--- src/rtl/bias_add_bank_pkg.sv ---
// rtl/bias_add_bank_pkg.sv - shared sizes, saturation limits and FSM encoding for the bias bank
// Contents:
//   DATA_W, N_adder_tree, N_GROUPS, CNT_W  datapath and counter sizes
//   LANE_W, GRP_W, ADDR_W                  derived index widths
//   SAT_MAX, SAT_MIN                       two's-complement clamp limits
//   state_t                                FSM encoding (IDLE=0, RUN=1, DRAIN=2)
package bias_add_bank_pkg;

   localparam int DATA_W       = 18;
   localparam int N_adder_tree = 16;
   localparam int N_GROUPS     = 4;
   localparam int CNT_W        = 16;

   localparam int LANE_W = $clog2(N_adder_tree);
   localparam int GRP_W  = $clog2(N_GROUPS);
   localparam int ADDR_W = $clog2(N_GROUPS * N_adder_tree);

   localparam logic [DATA_W-1:0] SAT_MAX = {1'b0, {(DATA_W-1){1'b1}}};
   localparam logic [DATA_W-1:0] SAT_MIN = {1'b1, {(DATA_W-1){1'b0}}};

   typedef enum logic [1:0] {
      IDLE  = 2'd0,
      RUN   = 2'd1,
      DRAIN = 2'd2
   } state_t;

endpackage

--- src/rtl/bias_add_bank_if.sv ---
// rtl/bias_add_bank_if.sv - input/output beat handshake bundle of the bias bank
// Signals:
//   in_valid, in_ready, in_data              adder-tree sums into the bank
//   out_valid, out_ready, out_data, out_group biased lanes toward the activation buffer
// Modports:
//   master  upstream/downstream side (drives in_*, out_ready)
//   slave   the bias bank itself
interface bias_add_bank_if;
   import bias_add_bank_pkg::*;

   logic                             in_valid;
   logic                             in_ready;
   logic [N_adder_tree*DATA_W-1:0]   in_data;
   logic                             out_valid;
   logic                             out_ready;
   logic [N_adder_tree*DATA_W-1:0]   out_data;
   logic [GRP_W-1:0]                 out_group;

   modport master (
      output in_valid, in_data, out_ready,
      input  in_ready, out_valid, out_data, out_group
   );

   modport slave (
      input  in_valid, in_data, out_ready,
      output in_ready, out_valid, out_data, out_group
   );

endinterface

--- src/rtl/bias_sat_lane.sv ---
// rtl/bias_sat_lane.sv - one lane of add bias, saturate, optional ReLU (combinational)
// Ports:
//   sum_in   in   DATA_W  adder-tree sum (two's complement)
//   bias     in   DATA_W  bias for this lane/group
//   relu_en  in   1       clamp negative results to zero
//   result   out  DATA_W  saturated (and optionally rectified) sum
module bias_sat_lane
   import bias_add_bank_pkg::*;
(
   input  logic [DATA_W-1:0] sum_in,
   input  logic [DATA_W-1:0] bias,
   input  logic              relu_en,
   output logic [DATA_W-1:0] result
);

   logic [DATA_W:0]   wide;
   logic [DATA_W-1:0] sat;

   assign wide = {sum_in[DATA_W-1], sum_in} + {bias[DATA_W-1], bias};

   always_comb begin
      sat = wide[DATA_W-1:0];
      // The extra bit disagrees with the sign bit only when the sum left the DATA_W range;
      // the extra bit then carries the true sign and picks the rail.
      if (wide[DATA_W] != wide[DATA_W-1]) begin
         sat = wide[DATA_W] ? SAT_MIN : SAT_MAX;
      end
      result = (relu_en && sat[DATA_W-1]) ? '0 : sat;
   end

endmodule

--- src/rtl/bias_add_bank.sv ---
// rtl/bias_add_bank.sv - run-time loaded bias bank with 1-stage add/saturate/ReLU stream pipeline
// Ports:
//   clk, rst_n          clock (rising edge), asynchronous active-low reset
//   cfg_we/addr/data    bias write port, entry = group*N_adder_tree+lane
//   relu_en             rectify outputs, sampled on every accepted beat
//   num_pix, start      pixel positions per pass, begin pass (IDLE only)
//   done                1-cycle pulse after the final beat leaves (or after an empty pass)
//   bus                 in_*/out_* beat handshake (slave side)
module bias_add_bank
   import bias_add_bank_pkg::*;
(
   input  logic              clk,
   input  logic              rst_n,
   input  logic              cfg_we,
   input  logic [ADDR_W-1:0] cfg_addr,
   input  logic [DATA_W-1:0] cfg_data,
   input  logic              relu_en,
   input  logic [CNT_W-1:0]  num_pix,
   input  logic              start,
   output logic              done,
   bias_add_bank_if.slave    bus
);

   state_t state_q, state_d;
   logic   done_d;

   logic [GRP_W-1:0]  grp_q;
   logic [CNT_W-1:0]  pix_q;
   logic [CNT_W-1:0]  num_pix_q;
   logic [DATA_W-1:0] bias_q [N_GROUPS][N_adder_tree];

   logic [N_adder_tree*DATA_W-1:0] next_data;
   logic accept;
   logic out_fire;
   logic last_grp;
   logic last_beat;
   logic start_pass;

   // A beat may enter whenever the single output register is empty or emptying this cycle.
   assign bus.in_ready = (state_q == RUN) && (!bus.out_valid || bus.out_ready);
   assign accept       = bus.in_valid && bus.in_ready;
   assign out_fire     = bus.out_valid && bus.out_ready;
   assign last_grp     = (grp_q == GRP_W'(N_GROUPS - 1));
   assign last_beat    = last_grp && (pix_q == num_pix_q - 1'b1);
   assign start_pass   = (state_q == IDLE) && start && (num_pix != '0);

   for (genvar k = 0; k < N_adder_tree; k++) begin : g_lane
      bias_sat_lane u_lane (
         .sum_in  (bus.in_data[DATA_W*k +: DATA_W]),
         .bias    (bias_q[grp_q][k]),
         .relu_en (relu_en),
         .result  (next_data[DATA_W*k +: DATA_W])
      );
   end

   always_ff @(posedge clk or negedge rst_n) begin
      if (!rst_n) begin
         state_q <= IDLE;
         done    <= 1'b0;
      end else begin
         state_q <= state_d;
         done    <= done_d;
      end
   end

   always_comb begin
      state_d = state_q;
      done_d  = 1'b0;
      case (state_q)
         IDLE: begin
            if (start && (num_pix == '0)) begin
               done_d = 1'b1;
            end else if (start) begin
               state_d = RUN;
            end
         end
         RUN: begin
            if (accept && last_beat) begin
               state_d = DRAIN;
            end
         end
         DRAIN: begin
            if (out_fire) begin
               done_d  = 1'b1;
               state_d = IDLE;
            end
         end
         default: state_d = IDLE;
      endcase
   end

   always_ff @(posedge clk or negedge rst_n) begin
      if (!rst_n) begin
         grp_q     <= '0;
         pix_q     <= '0;
         num_pix_q <= '0;
      end else if (start_pass) begin
         grp_q     <= '0;
         pix_q     <= '0;
         num_pix_q <= num_pix;
      end else if (accept) begin
         if (last_grp) begin
            grp_q <= '0;
            pix_q <= pix_q + 1'b1;
         end else begin
            grp_q <= grp_q + 1'b1;
         end
      end
   end

   always_ff @(posedge clk or negedge rst_n) begin
      if (!rst_n) begin
         bus.out_valid <= 1'b0;
         bus.out_data  <= '0;
         bus.out_group <= '0;
      end else if (accept) begin
         bus.out_valid <= 1'b1;
         bus.out_data  <= next_data;
         bus.out_group <= grp_q;
      end else if (bus.out_ready) begin
         bus.out_valid <= 1'b0;
      end
   end

   // A write landing on the entry being read this cycle takes effect for the next read.
   always_ff @(posedge clk or negedge rst_n) begin
      if (!rst_n) begin
         for (int g = 0; g < N_GROUPS; g++) begin
            for (int k = 0; k < N_adder_tree; k++) begin
               bias_q[g][k] <= '0;
            end
         end
      end else if (cfg_we) begin
         bias_q[cfg_addr[ADDR_W-1:LANE_W]][cfg_addr[LANE_W-1:0]] <= cfg_data;
      end
   end

endmodule

--- src/flat_wrapper.sv ---
// flat-port wrapper written by rule: the top's interface ports become plain ports
module bias_add_bank_flat import bias_add_bank_pkg::*;
  (clk, rst_n, cfg_we, cfg_addr, cfg_data, relu_en, num_pix, start, done, bus_in_valid, bus_in_data, bus_out_ready, bus_in_ready, bus_out_valid, bus_out_data, bus_out_group);
  bias_add_bank_if bus_i ();
  input  logic clk;
  input  logic rst_n;
  input  logic cfg_we;
  input  logic [ADDR_W-1:0] cfg_addr;
  input  logic [DATA_W-1:0] cfg_data;
  input  logic relu_en;
  input  logic [CNT_W-1:0] num_pix;
  input  logic start;
  output logic done;
  input wire logic [$bits(bus_i.in_valid)-1:0] bus_in_valid;
  input wire logic [$bits(bus_i.in_data)-1:0] bus_in_data;
  input wire logic [$bits(bus_i.out_ready)-1:0] bus_out_ready;
  output wire logic [$bits(bus_i.in_ready)-1:0] bus_in_ready;
  output wire logic [$bits(bus_i.out_valid)-1:0] bus_out_valid;
  output wire logic [$bits(bus_i.out_data)-1:0] bus_out_data;
  output wire logic [$bits(bus_i.out_group)-1:0] bus_out_group;
  assign bus_i.in_valid = bus_in_valid;
  assign bus_i.in_data = bus_in_data;
  assign bus_i.out_ready = bus_out_ready;
  assign bus_in_ready = bus_i.in_ready;
  assign bus_out_valid = bus_i.out_valid;
  assign bus_out_data = bus_i.out_data;
  assign bus_out_group = bus_i.out_group;
  bias_add_bank u_core (.clk(clk), .rst_n(rst_n), .cfg_we(cfg_we), .cfg_addr(cfg_addr), .cfg_data(cfg_data), .relu_en(relu_en), .num_pix(num_pix), .start(start), .done(done), .bus(bus_i));
endmodule
--- config.mk ---
export PLATFORM = sky130hd
export DESIGN_NAME = bias_add_bank_flat
export DESIGN_NICKNAME = d
export VERILOG_FILES = /design/src/rtl/bias_add_bank_pkg.sv /design/src/rtl/bias_add_bank_if.sv /design/src/rtl/bias_sat_lane.sv /design/src/rtl/bias_add_bank.sv /design/src/flat_wrapper.sv
export SDC_FILE = /design/constraint.sdc
export NUM_CORES = 2
export LEC_CHECK = 0
export ABC_AREA = 1
export CORE_MARGIN = 2
export CORE_UTILIZATION = 53
export CTS_CLUSTER_DIAMETER = 30
export DETAILED_ROUTE_END_ITERATION = 7
export PLACE_DENSITY = 0.76
export SKIP_CTS_REPAIR_TIMING = 1
export SLEW_MARGIN = 15
export SYNTH_ARGS = -nofsm -noshare
export SYNTH_HDL_FRONTEND = slang
export SYNTH_HIERARCHICAL = 1
export SYNTH_SLANG_ARGS = --single-unit
--- constraint.sdc ---
create_clock -name clk -period 3.15 [get_ports clk]
set_input_delay 0.4725 -clock clk [delete_from_list [all_inputs] [get_ports clk]]
set_output_delay 0.4725 -clock clk [all_outputs]
set_load 0.05 [all_outputs]
==> run_results.csv <==
group,metric,value,unit
global_route,grt_pass1_vias,79900,
timing,final.min_clock_period,3650,ps
layout,fillers,11500,
floorplanning,fp-row-count,146,
routing,wl_met1,113000,um
synthesis,synthMuxAreaShare,3.85,%
setup_path,critPathLaunchType,"flip-flop",
layout,nets,12700,
synthesis,synth_top_family_by_area,"simple AND/OR/NAND/NOR gates",
routing,wl_met3,21600,um
synthesis,yosysSeqAreaShare,44.0,%
setup_path,worst-path-max-fanout,27,
min_path,hp-class,"input pin to flip-flop",
synthesis,avgSynthCellArea,8.03,um^2
layout,final_cell_mix,"nand2_1 (2,520), o21ai_0 (1,737), dfrtp_1 (1,478)",
power,p_leak,55.6,nW
synthesis,synthArstFlopShare,100,%
place,place_area,0.101,mm^2
timing,timing.fmax,274,MHz
routing,wl,272000,um
setup_path,critPathLaunch,"u_core/grp_q[0]",
layout,finalInstanceArea,0.113,mm^2
timing,rsz0062_at_grt,"true",
clock_tree,ctsLongestPathBuffers,4,
layout,layout-drive-gt1-share,21.8,%
run_status,violations,"setup timing",
synthesis,synthAdderAreaFrac,4.70,%
power,power_density,1300,mW/mm^2
layout,multi_input_area,0.0421,mm^2
synthesis,synth_compound_gate_area_share,15.9,%
layout,final_common_cell,"nand2_1",
routing,dr_wl_met2,126000,um
routing,ant_nets,0,
synthesis,synth_area_leaders,"dfrtp_1 (44%), nand2_1 (11%), o21ai_0 (10%), nor2_1 (4.4%), ha_1 (4.3%)",
routing,top_layer,"met5",
clock_tree,clkTransAtPathRegs,50,ps
clock_tree,insertion_delay,940,ps
synthesis,synth-seq-cells,1480,
routing,drcViolationCount,0,
synthesis,postSynthCellCount,10500,
run_status,outcome,"finished, violations left",
power,peakVddDrop,0.00117,V
setup_path,cp.required,3920,ps
setup_path,critPathKind,"flip-flop to flip-flop",
routing,drt-initial-drc-count,7353,
global_route,grt_max_degree,114,
setup_path,cp.arrival,4420,ps
routing,vias,81000,
synthesis,synth_top_area_share,44.0,%
floorplanning,die_w,403,um
place,io_buffers,627,
global_route,grt_remaining_overflow,0,
clock_tree,cts-root-buf,"clkbuf_16",
setup_path,reg2reg_from,"u_core/grp_q[0]",
routing,viasPerCell,5.61,
floorplanning,die_h,403,um
synthesis,syn_nets,11100,
synthesis,ys.flop_type,"dfrtp_1",
synthesis,yosys.area_share.simple,23.2,%
timing,setup_violations,288,
global_route,grt_pass1_wl,430000,um
synthesis,synth_xor_area_share,1.87,%
routing,post_drt_wl_per_cell,18.9,um
synthesis,synth.distinct_cells,43,
synthesis,synth_area_leader_cell,"dfrtp_1",
clock_tree,htree_levels,5,
setup_path,end_kind,"flip-flop",
timing,hold_viol,0,
timing,worst_slack,-500,ps
global_route,antenna_found_initial,16,
floorplanning,die-area,0.162,mm^2
clock_tree,cts_buffers,337,
timing,relSlewSlack,48.3,%
place,place.gp.congestion,0.930,
floorplanning,coreArea,0.158,mm^2
clock_tree,clock-sinks,1480,
synthesis,synth_edf_count,0,
flow_run,drv_cap,0,
clock_tree,cts_tree,"built",
timing,worst_slew_pin_slew,775,ps
routing,drtPass1Iterations,8,
timing,min_period_over_period,116,%
layout,post-route-util,71.4,%
global_route,grt_usage,32.9,%
timing,drv_slew,0,
layout,seqCellArea,0.0370,mm^2
min_path,min_from,"num_pix[11]",
layout,syn2layout_area_growth,34.1,%
timing,clock_skew,55.4,ps
floorplanning,io_pins,628,
synthesis,yosysWarnings,6,
synthesis,synthesis.area,0.0842,mm^2
floorplanning,initial_core_util,53.3,%
place,dpl.hpwl,182000,um
## Yosys cell counts (2+ instances only)
cell / n
o21ai_0: 1743
nor2_1: 988
buf_6: 48
and2_1: 17
xnor2_1: 103
inv_2: 19
buf_2: 68
dfrtp_1: 1480
buf_1: 10
inv_1: 719
nand4_1: 26
clkbuf_1: 456
mux2_1: 19
o21bai_1: 49
nand3_2: 193
clkinv_1: 18
nor3_1: 24
nand3_1: 341
or2_4: 2
fa_1: 16
nand2_4: 48
nor2_4: 3
a21boi_0: 32
o21ai_4: 16
nand2_2: 145
a21oi_2: 48
nor3_2: 16
ha_1: 291
a31oi_1: 17
mux2_2: 269
xor2_1: 77
nor2_2: 58
buf_4: 4
o21ai_1: 47
nor4_2: 16
a21oi_1: 238
nand3b_1: 19
o22ai_1: 288
nand2_1: 2520
## path summary, 6_finish.rpt
| check | end | slack, ps | cells past startpoint |
|---|---|---|---|
| worst min-delay path | u_core/num_pix_q[11] | 180 | 3 |
| worst max register to register | u_core/bus.out_data[94] | -500 | 20 |
| worst min register to register | u_core/bias_q[347] | 480 | 2 |
| worst max-delay path | u_core/bus.out_data[94] | -500 | 20 |
| min in group asynchronous | u_core/bus.out_data[70] | 220 | 2 |
| max in group asynchronous | u_core/bias_q[58] | 1640 | 4 |
## worst max-delay path: stages, from the launching register on
cell	delay (ps)
dfrtp_4	520
inv_8	200
buf_12	220
buf_12	190
buf_4	160
o21ai_0	90
o22ai_1	200
ha_1	330
a21oi_1	210
nand2_1	100
nand2_1	70
nand3_2	90
nand2_1	130
nand2_1	90
nand2_1	90
nand2_2	100
nand2_8	160
nand3_1	130
nand2_1	90
inv_1	40
mux2_2	240
## flip-flops by register name (all words and copies together) (netlist names)
| name | flops |
|---|---|
| u_core/num_pix_q | 16 |
| u_core/state_q | 2 |
| u_core/done | 1 |
| u_core/bus.out_group | 2 |
| u_core/grp_q | 2 |
| u_core/bus.out_data | 288 |
| u_core/pix_q | 16 |
| u_core/bus.out_valid | 1 |
| u_core/bias_q | 1152 |
## metal layers
layer,GRT usage (%),vias up
met5,0,-
met4,14.3,10
met3,6.25,728
met2,52.7,3575
met1,43.6,38600
li1,-,38000
## where the power goes
group	internal (W)	switching, W	leakage (nW)	total [W]
clock	0.0250	0.0114	5.67	0.0364
sequential	0.0233	0.00244	19.3	0.0257
combinational	0.0357	0.0494	30.6	0.0851
total	0.0840	0.0632	55.6	0.147
## logic make-up after synthesis
group,after synthesis
AOI/OAI and AO/OA,2480
DFF,1480
buffers and inverters,1343
adders and majority gates,307
xor gates and xnor gates,180
and+or+nand+nor,4417
muxes,288
## final cells by class
class | instances | area share (%)
Clock buffer | 412 | 8.10
Inverter | 756 | 2.53
Tap cell | 2072 | 2.30
Sequential cell | 1480 | 32.8
Clock inverter | 186 | 2.36
Timing Repair Buffer | 1855 | 14.6
Multi-Input combinational cell | 7674 | 37.3
Antenna cell | 8 | 0.0177
## metrics by stage
stage	hold WS [ps]	TNS (ps)	power, W	setup slack (ps)	instances
after global routing	172	-154000	0.156	-655	14400
final	181	-107860	0.147	-500	14400
after detailed placement	468	-85090	0.107	-424	13800
after CTS	-473	-102540	0.145	-516	14400
after global placement	461	-66230	0.106	-342	13800
after floorplan	177	-2390	0.0783	-25.9	10500
Power figures use the tool's default switching activity.
